`src/rtl/fpu_ctrl_pkg.sv`:
```
// Shared types and constants for the FP mult/div request arbiter.
package fpu_ctrl_pkg;

  localparam int unsigned FP_W = 32;

  typedef struct packed {
    logic io;
    logic dz;
    logic of;
    logic uf;
    logic i;
  } fpu_flags_t;

  typedef enum logic {
    OP_MUL = 1'b0,
    OP_DIV = 1'b1
  } fpu_op_e;

endpackage

```
`src/rtl/fpu_req_arbiter_if.sv`:
```
// Bundle of requester, FP unit and response signals around the arbiter.
interface fpu_req_arbiter_if;
  import fpu_ctrl_pkg::*;

  logic [1:0]           req_valid;
  logic [1:0]           req_ready;
  logic [1:0]           req_sel;
  logic [1:0][FP_W-1:0] req_a;
  logic [1:0][FP_W-1:0] req_b;
  logic                 fpu_en;
  fpu_op_e              fpu_sel;
  logic [FP_W-1:0]      fpu_a;
  logic [FP_W-1:0]      fpu_b;
  logic [FP_W-1:0]      fpu_r;
  fpu_flags_t           fpu_flags;
  logic [1:0]           rsp_valid;
  logic [FP_W-1:0]      rsp_r;
  fpu_flags_t           rsp_flags;
  logic                 busy;

  // Arbiter side.
  modport slave (
    input  req_valid, req_sel, req_a, req_b, fpu_r, fpu_flags,
    output req_ready, fpu_en, fpu_sel, fpu_a, fpu_b, rsp_valid, rsp_r, rsp_flags, busy
  );

  // Client engines plus FP datapath side.
  modport master (
    output req_valid, req_sel, req_a, req_b, fpu_r, fpu_flags,
    input  req_ready, fpu_en, fpu_sel, fpu_a, fpu_b, rsp_valid, rsp_r, rsp_flags, busy
  );

endinterface

```
`src/rtl/fpu_req_arbiter_tag_pipe.sv`:
```
// Reset-clearable shift register carrying {vld, id} alongside the FP unit latency.
module fpu_tag_pipe #(
  parameter int unsigned DEPTH = 23,
  parameter int unsigned W     = 1
) (
  input  logic         clk_i,
  input  logic         rst_ni,
  input  logic         vld_i,
  input  logic [W-1:0] id_i,
  output logic         vld_o,
  output logic [W-1:0] id_o
);

  logic [DEPTH-1:0]        vld_q;
  logic [DEPTH-1:0][W-1:0] id_q;

  always_ff @(posedge clk_i or negedge rst_ni) begin
    if (!rst_ni) begin
      vld_q <= '0;
      id_q  <= '0;
    end else begin
      vld_q[0] <= vld_i;
      id_q[0]  <= id_i;
      for (int unsigned k = 1; k < DEPTH; k++) begin
        vld_q[k] <= vld_q[k-1];
        id_q[k]  <= id_q[k-1];
      end
    end
  end

  assign vld_o = vld_q[DEPTH-1];
  assign id_o  = id_q[DEPTH-1];

endmodule

```
`src/rtl/fpu_req_arbiter.sv`:
```
// Round-robin sharing of one pipelined FP mult/div unit between two requesters,
// with per-requester credit counters and result routing by issue tag.
module fpu_req_arbiter
  import fpu_ctrl_pkg::*;
#(
  parameter int unsigned LAT     = 23,
  parameter int unsigned MAX_OUT = 8
) (
  input logic              clk,
  input logic              arst,
  fpu_req_arbiter_if.slave bus
);

  localparam int unsigned CntW = $clog2(MAX_OUT + 1);

  logic [1:0][CntW-1:0] cnt_q, cnt_d;
  logic                 rr_q, rr_d;
  logic [1:0]           free, elig, ready, acc;
  logic                 any_acc;

  logic                 fpu_en_q;
  fpu_op_e              fpu_sel_q;
  logic [FP_W-1:0]      fpu_a_q, fpu_b_q;
  logic                 id_q;

  logic                 tag_vld;
  logic [0:0]           tag_id;
  logic [1:0]           rsp_valid_q;
  logic [FP_W-1:0]      rsp_r_q;
  fpu_flags_t           rsp_flags_q;

  // A response retiring this cycle frees its credit immediately, so a full
  // requester can be accepted in the same cycle its oldest result returns.
  always_comb begin
    free    = '0;
    elig    = '0;
    cnt_d   = cnt_q;
    for (int unsigned i = 0; i < 2; i++) begin
      free[i] = (cnt_q[i] != CntW'(MAX_OUT)) | rsp_valid_q[i];
      elig[i] = bus.req_valid[i] & free[i];
    end
    // Ready never looks at the requester's own valid; only valid & ready counts.
    ready[0] = free[0] & (~rr_q | ~elig[1]);
    ready[1] = free[1] & (rr_q | ~elig[0]);
    acc      = bus.req_valid & ready;
    any_acc  = |acc;
    rr_d     = any_acc ? acc[0] : rr_q;
    for (int unsigned i = 0; i < 2; i++) begin
      cnt_d[i] = cnt_q[i] + CntW'(acc[i]) - CntW'(rsp_valid_q[i]);
    end
  end

  always_ff @(posedge clk or negedge arst) begin
    if (!arst) begin
      cnt_q       <= '0;
      rr_q        <= 1'b0;
      fpu_en_q    <= 1'b0;
      fpu_sel_q   <= OP_MUL;
      fpu_a_q     <= '0;
      fpu_b_q     <= '0;
      id_q        <= 1'b0;
      rsp_valid_q <= '0;
      rsp_r_q     <= '0;
      rsp_flags_q <= '0;
    end else begin
      cnt_q    <= cnt_d;
      rr_q     <= rr_d;
      fpu_en_q <= any_acc;
      if (any_acc) begin
        id_q      <= acc[1];
        fpu_sel_q <= fpu_op_e'(bus.req_sel[acc[1]]);
        fpu_a_q   <= bus.req_a[acc[1]];
        fpu_b_q   <= bus.req_b[acc[1]];
      end
      rsp_valid_q <= {tag_vld & tag_id[0], tag_vld & ~tag_id[0]};
      if (tag_vld) begin
        rsp_r_q     <= bus.fpu_r;
        rsp_flags_q <= bus.fpu_flags;
      end
    end
  end

  fpu_tag_pipe #(
    .DEPTH (LAT),
    .W     (1)
  ) u_tag_pipe (
    .clk_i  (clk),
    .rst_ni (arst),
    .vld_i  (fpu_en_q),
    .id_i   (id_q),
    .vld_o  (tag_vld),
    .id_o   (tag_id)
  );

  assign bus.req_ready = ready;
  assign bus.fpu_en    = fpu_en_q;
  assign bus.fpu_sel   = fpu_sel_q;
  assign bus.fpu_a     = fpu_a_q;
  assign bus.fpu_b     = fpu_b_q;
  assign bus.rsp_valid = rsp_valid_q;
  assign bus.rsp_r     = rsp_r_q;
  assign bus.rsp_flags = rsp_flags_q;
  assign bus.busy      = |cnt_q;

endmodule
```
`src/flat_wrapper.sv`:
```
// flat-port wrapper written by rule: the top's interface ports become plain ports
module fpu_req_arbiter_flat import fpu_ctrl_pkg::*;
#(
  parameter int unsigned LAT     = 23,
  parameter int unsigned MAX_OUT = 8
)
  (clk, arst, bus_req_valid, bus_req_sel, bus_req_a, bus_req_b, bus_fpu_r, bus_fpu_flags, bus_req_ready, bus_fpu_en, bus_fpu_sel, bus_fpu_a, bus_fpu_b, bus_rsp_valid, bus_rsp_r, bus_rsp_flags, bus_busy);
  fpu_req_arbiter_if bus_i ();
  input logic clk;
  input logic arst;
  input wire logic [$bits(bus_i.req_valid)-1:0] bus_req_valid;
  input wire logic [$bits(bus_i.req_sel)-1:0] bus_req_sel;
  input wire logic [$bits(bus_i.req_a)-1:0] bus_req_a;
  input wire logic [$bits(bus_i.req_b)-1:0] bus_req_b;
  input wire logic [$bits(bus_i.fpu_r)-1:0] bus_fpu_r;
  input wire logic [$bits(bus_i.fpu_flags)-1:0] bus_fpu_flags;
  output wire logic [$bits(bus_i.req_ready)-1:0] bus_req_ready;
  output wire logic [$bits(bus_i.fpu_en)-1:0] bus_fpu_en;
  output wire logic [$bits(bus_i.fpu_sel)-1:0] bus_fpu_sel;
  output wire logic [$bits(bus_i.fpu_a)-1:0] bus_fpu_a;
  output wire logic [$bits(bus_i.fpu_b)-1:0] bus_fpu_b;
  output wire logic [$bits(bus_i.rsp_valid)-1:0] bus_rsp_valid;
  output wire logic [$bits(bus_i.rsp_r)-1:0] bus_rsp_r;
  output wire logic [$bits(bus_i.rsp_flags)-1:0] bus_rsp_flags;
  output wire logic [$bits(bus_i.busy)-1:0] bus_busy;
  assign bus_i.req_valid = bus_req_valid;
  assign bus_i.req_sel = bus_req_sel;
  assign bus_i.req_a = bus_req_a;
  assign bus_i.req_b = bus_req_b;
  assign bus_i.fpu_r = bus_fpu_r;
  assign bus_i.fpu_flags = bus_fpu_flags;
  assign bus_req_ready = bus_i.req_ready;
  assign bus_fpu_en = bus_i.fpu_en;
  assign bus_fpu_sel = bus_i.fpu_sel;
  assign bus_fpu_a = bus_i.fpu_a;
  assign bus_fpu_b = bus_i.fpu_b;
  assign bus_rsp_valid = bus_i.rsp_valid;
  assign bus_rsp_r = bus_i.rsp_r;
  assign bus_rsp_flags = bus_i.rsp_flags;
  assign bus_busy = bus_i.busy;
  fpu_req_arbiter #(.LAT(LAT), .MAX_OUT(MAX_OUT)) u_core (.clk(clk), .arst(arst), .bus(bus_i));
endmodule
```
`config.mk`:
```
export PLATFORM = sky130hd
export DESIGN_NAME = fpu_req_arbiter_flat
export DESIGN_NICKNAME = d
export VERILOG_FILES = /design/src/rtl/fpu_ctrl_pkg.sv /design/src/rtl/fpu_req_arbiter_if.sv /design/src/rtl/fpu_req_arbiter_tag_pipe.sv /design/src/rtl/fpu_req_arbiter.sv /design/src/flat_wrapper.sv
export SDC_FILE = /design/constraint.sdc
export NUM_CORES = 1
export LEC_CHECK = 0
export ABC_CLOCK_PERIOD_IN_PS = 4000
export BUFFER_PORTS_ARGS = -buffer_cell sky130_fd_sc_hd__buf_2
export CORE_MARGIN = 2
export CORE_UTILIZATION = 52
export CTS_BUF_LIST = sky130_fd_sc_hd__clkbuf_4 sky130_fd_sc_hd__clkbuf_8 sky130_fd_sc_hd__clkbuf_16
export CTS_CLUSTER_DIAMETER = 40
export DETAILED_ROUTE_END_ITERATION = 16
export PLACE_DENSITY = 0.86
export SLEW_MARGIN = 0
export SYNTH_ARGS = -nofsm -noshare
export SYNTH_HDL_FRONTEND = slang
export SYNTH_SLANG_ARGS = --single-unit
export TNS_END_PERCENT = 10
```
`constraint.sdc`:
```
create_clock -name clk -period 4 [get_ports clk]
set_input_delay 0 -clock clk [delete_from_list [all_inputs] [get_ports clk]]
set_output_delay 0 -clock clk [all_outputs]
set_load 0.01 [all_outputs]
```
# ---- Word-level counts from Yosys, hierarchy flattened
# Index checks and enable logic that the tools add are counted.
dict set report totals {
  regBits 161
  out_inout_bits 108
}
dict set report classes {
  n_addsub 4
  magnitude_cmp 1
  eq_ne 2
  mux 6
  bitwise 15
  n_reduce_logical 2
}
# op count
set op_table {}
lappend op_table {{$mux 32} 4}
lappend op_table {{$add 4x1->4} 2}
lappend op_table {{$ne 4x4->1 const B} 2}
lappend op_table {{$reduce_or 8->1} 1}
lappend op_table {{$sub 4x1->4} 2}
lappend op_table {{$and 1x1->1} 6}
lappend op_table {{$not 1->1} 4}
lappend op_table {{$or 1x1->1} 4}
lappend op_table {{$and 2x2->2} 1}
lappend op_table {{$lt 1x2->1 const B} 1}
lappend op_table {{$mux 1} 2}
lappend op_table {{$reduce_or 2->1} 1}

# ---- Depth between registers and ports, before layout
dict set report depth {
  word_depth 9
  ltp_mapped 11
  mapped_depth_nobuf 9
}

# ---- Modules after synthesis
# Synthesis repeated with hierarchy kept, for this count alone.
dict set report hier_totals {
  cells_unflattened 498
  hier_area_um2 6734.0
}
# module n_inst cells_per_inst area_per_inst_um2 seq_area_each_um2
set by_module_without_submodules {}
lappend by_module_without_submodules {fpu_req_arbiter 1 452 5582.9 2877.8}
lappend by_module_without_submodules {fpu_tag_pipe 1 46 1151.1 1151.1}

# ---- Least setup slack after synthesis
# No wires, ideal clock.
dict set report synth_timing {
  kind {register to register}
  from {register u_core.cnt_q[6] in the netlist's numbering}
  to {register u_core.cnt_q[5] in the netlist's numbering}
  setup_ps 64
  arrival_time_ps 2364
  required_ps 3936
  path_slack_ps 1572
  path_stages_with_launch 12
  cell_sequence {dfrtp_1 inv_1 ha_1 or4b_1 o311ai_1 buf_2 buf_2 inv_1 ha_1 inv_1 fa_1 inv_1}
}
# element line_no
set synth_rtl {}
lappend synth_rtl {{from (decl)} fpu_req_arbiter.sv:16} ;# logic [1:0][CntW-1:0] cnt_q, cnt_d;
lappend synth_rtl {{from (signal assigned)} fpu_req_arbiter.sv:66} ;# cnt_q <= cnt_d;

# ---- Worst setup path in the final report
dict set report layout_timing {
  from {register u_core.cnt_q[2] in the netlist's numbering}
  to {register u_core.fpu_a_q[4] (netlist: u_core.bus.fpu_a[4])}
}
dict set report layout_via {
  elab_chain_len 9
}
# element line_no
set layout_rtl {}
lappend layout_rtl {{$ne 4x4->1 (*)} fpu_req_arbiter.sv:39} ;# free[i] = (cnt_q[i] != CntW'(MAX_OUT)) | rsp_valid_q[i];
lappend layout_rtl {{$or 1x1->1 (*)} fpu_req_arbiter.sv:39}
lappend layout_rtl {{$and 1x1->1} fpu_req_arbiter.sv:40} ;# elig[i] = bus.req_valid[i] & free[i];
lappend layout_rtl {{$not 1->1} fpu_req_arbiter.sv:44} ;# ready[1] = free[1] & (rr_q | ~elig[0]);
lappend layout_rtl {{$or 1x1->1} fpu_req_arbiter.sv:44}
lappend layout_rtl {{$and 1x1->1} fpu_req_arbiter.sv:44}
lappend layout_rtl {{$and 2x2->2 (*)} fpu_req_arbiter.sv:45} ;# acc = bus.req_valid & ready;
lappend layout_rtl {{$mux 32 (not written as such) (2 in a row)} fpu_req_arbiter.sv:72} ;# fpu_a_q <= bus.req_a[acc[1]];
lappend layout_rtl {{to (signal assigned)} fpu_req_arbiter.sv:72}
lappend layout_rtl {{to (decl)} fpu_req_arbiter.sv:23} ;# logic [FP_W-1:0] fpu_a_q, fpu_b_q;
# Mark *: on every way between the ends. The rest lies on a longest branch, timed or not. The select of a mux whose other input is x is not followed.
# A chain may end at the register's enable or synchronous reset.

==> impl_results.md <==
- Crit-path max cell delay: 1180 ps
- Yosys cell types: 27
- Final hold viol count: 0
- Vias in the first global route: 6,686
- All-Layer GR Usage: 0.342
- Post-route ant nets: 0
- Hold path endpoint: u_core.bus.fpu_a[26]
- DIE AREA: 13,900 um^2
- Core area: 12,600 um^2
- Cells after Synth: 500
- Top cells by count, synth: 161 x dfrtp_1, 66 x nor2b_1, 65 x o211ai_1, 40 x o221a_1, 37 x mux2_2
- Leading area contributor after synthesis: dfrtp_1
- CP max-delay cell: a22o_2
- Yosys reg bits: 161
- Die X: 118 um
- WS Path Type: flip-flop to flip-flop
- CTS H-tree lvls: 4
- Worst Setup End Kind: flip-flop
- Vias per cell: 5.69
- Vias: 6,257
- Skew-Pair Late Insertion Delay: 410 ps
- Number of fill cells: 666
- Routed WL per cell: 21.1 um
- Clock Path Buffers: 2
- TritonCTS clock tree: done
- Worst-path fanout max: 68
- Worst r2r src: u_core.cnt_q[2]
- TritonRoute pass-1 iters: 6
- Status: finished clean
- Setup slack, reg-to-reg: 310 ps
- Initial antenna violation count: 1
- Overflow after GRT: 0
- R2r worst-path depth: 7
- Crit path time final: 3690 ps
- Placed instance area: 8190 um^2
- DRC violations left: 0
- Non-Filler Instances: 1,099
- Initial Utilization: 0.534
- Hold Path Class: input pin to flip-flop
- First-pass GRT wire length: 37,100 um
- CTS Buf Count: 17
- VDD IR max: 347 uV
- Slew Viols, Final: 0
- Synth-to-Final Area Change: 54.2%
- CTS clk-pin slew, worst paths: 70 ps
- Post-synth EDFFs: 0
- Ys async rst share: 1.00
- Top FF cell, synth: dfrtp_1
- Io pins: 279
- Share of layout cells above drive strength 1: 0.413
- RSZ-0062 raised after global routing: no
- Worst R2R End: u_core.bus.fpu_a[4]
- Placement row count: 41
- Synthesized cell area: 6740 um^2
- Most common cell in the netlist: dfrtp_1
- Post-CTS setup buffers: 0
- Critical Path Source Type: flip-flop
- Largest net degree at the start of global routing: 124
- Routability cong.: 0.797
- Syn avg cell area: 13.5 um^2
- Total wire length: 23,200 um
- Maxcap violations: 0
- Port Buf Inserts: 278
- Clk root buf: clkbuf_16
- Final Setup Violations: 0
- Worst Tran Pin Value: 1390 ps
- Leakage power: 4.63 nW
- Top cells by area, synth: dfrtp_1 60%, o211ai_1 7.2%, o221a_1 6.7%
- Skew final: 14.4 ps
- Hold Path Depth: 4
- Hold_buf cts: 158
- Fin area: 10,400 um^2
- Final Cycle Share: 0.921
- Fin worst setup slack: 315 ps
- First-iteration detailed-routing DRC count: 615
- Warnings, synthesis: 0
- Die Span Y: 118 um
- Hold Crit Start: bus_req_a[26]
- Post-synth net total: 685
- Post-synth top area share: 0.598
- Crit path cell chain: inv_1 > ha_1 > or4b_2 > buf_4 > a22o_2 > o221a_2 > dlygate4sd3_1
- Power Total: 6.00 mW
- Pwr/cell area: 578 nW/um^2
- Final TNS setup: 0 ps
- PostCTS Resize Cnt: 0
- Dpl ws: 1030 ps
- Placed cell count: 908
- Critical path required time: 4340 ps
- Seq/Total Area, Yosys: 0.598
- Maximum clock frequency: 271 MHz
- Rel. slew slack: 0.0753
- CP Data Arrival Time: 4020 ps
- Clock sinks: 161
- HPWL after DPL: 11,600 um
- Nets: 1,098
==> how the worst max path moves through the flow <==
stage | start | to | slack (ps) | depth (start not counted)
2_1_floorplan | u_core.cnt_q[6] | u_core.cnt_q[5] | 1570 | 11
3_3_place_gp | u_core.cnt_q[2] | u_core.bus.fpu_a[2] | 1160 | 6
3_5_place_dp | u_core.cnt_q[2] | u_core.bus.fpu_sel | 1030 | 6
4_1_cts | u_core.cnt_q[2] | u_core.bus.fpu_a[31] | 490 | 7
5_1_grt | u_core.cnt_q[2] | u_core.bus.fpu_a[21] | 180 | 7
6_report | u_core.cnt_q[2] | u_core.bus.fpu_a[4] | 310 | 7
==> final cells by class <==
cell class	instances	area, um^2	share of cell area
clock inverters	13	163	0.0157
flip-flops and latches	161	4030	0.388
diodes	1	2.50	0.000241
well taps	172	215	0.0207
multi-input cells	274	2450	0.236
repair buffers	441	3020	0.290
clock buffers	19	447	0.0430
inverters	18	67.6	0.00651
==> critical path, delay by kind of cell (launching register included) <==
family                     cells  cell delay, ps
adders and majority gates      1             220
DFF                            1             320
AOI/OAI and AO/OA              2            1580
buffers and inverters          3            1200
and+or+nand+nor                1             200
==> registers in the layout, summed over array words and instances, names as in the netlist <==
| register | cells |
|---|---|
| u_core.u_tag_pipe.id_q | 22 |
| u_core.bus.fpu_en | 1 |
| u_core.bus.fpu_sel | 1 |
| u_core.id_q | 1 |
| u_core.u_tag_pipe.vld_q | 23 |
| u_core.bus.fpu_a | 32 |
| u_core.bus.rsp_r | 32 |
| u_core.u_tag_pipe.id_o | 1 |
| u_core.rr_q | 1 |
| u_core.bus.rsp_flags | 5 |
| u_core.bus.fpu_b | 32 |
| u_core.bus.rsp_valid | 2 |
| u_core.cnt_q | 8 |
==> cell families after synthesis <==
kind of cell	after synthesis	share of synthesized area
AOI/OAI and AO/OA	140	0.191
muxes	37	0.0618
xor gates and xnor gates	4	0.00520
DFF	161	0.598
adders and majority gates	14	0.0282
buffers and inverters	65	0.0431
and+or+nand+nor	79	0.0728
==> metrics by stage <==
step / utilization / hold WS (ps)
after floorplan: - / -296
after global placement: 0.649 / 203
after detailed placement: 0.649 / 229
after CTS: 0.823 / 0.259
after global routing: 0.823 / 5.84
final: 0.823 / 5.54
==> layout by cell type, fill, tap and decap left out <==
master and count:
dlygate4sd3_1 158, inv_8 3, o211ai_1 65, buf_4 5, fa_1 2, o311ai_4 1, a22o_2 1, xor2_1 2
o221a_2 25, or4b_2 1, and2_1 1, a21oi_1 5, ha_1 12, or4b_1 1, clkbuf_8 1, nor4b_1 1
clkbuf_4 1, dfrtp_1 161, inv_1 18, bufinv_16 2, buf_6 1, o221a_1 40, nor4b_2 1, xnor2_1 2
diode_2 1, nor4_1 1, clkinv_4 3, a21o_1 2, mux2_2 37, buf_2 277, nand3_1 1, nor2b_1 66
nor2_1 5, nand2_2 1, clkinvlp_4 1, a311oi_1 1, inv_6 4, clkbuf_16 17
==> metal layers <==
layer	global-route usage	part of all wire	up-vias
met3	0.0732	0.077	96
met5	0	0	-
met4	0.166	0.042	0
met2	0.589	0.51	433
met1	0.408	0.37	3041
li1	-	-	2687
==> power breakdown <==
group	internal [mW]	switching, mW	leakage (nW)
Clock	0.969	0.716	0.298
Sequential	2.07	0.304	1.82
Combinational	0.971	0.972	2.51
Total	4.01	1.99	4.63
(Power assumes the default switching activity.)
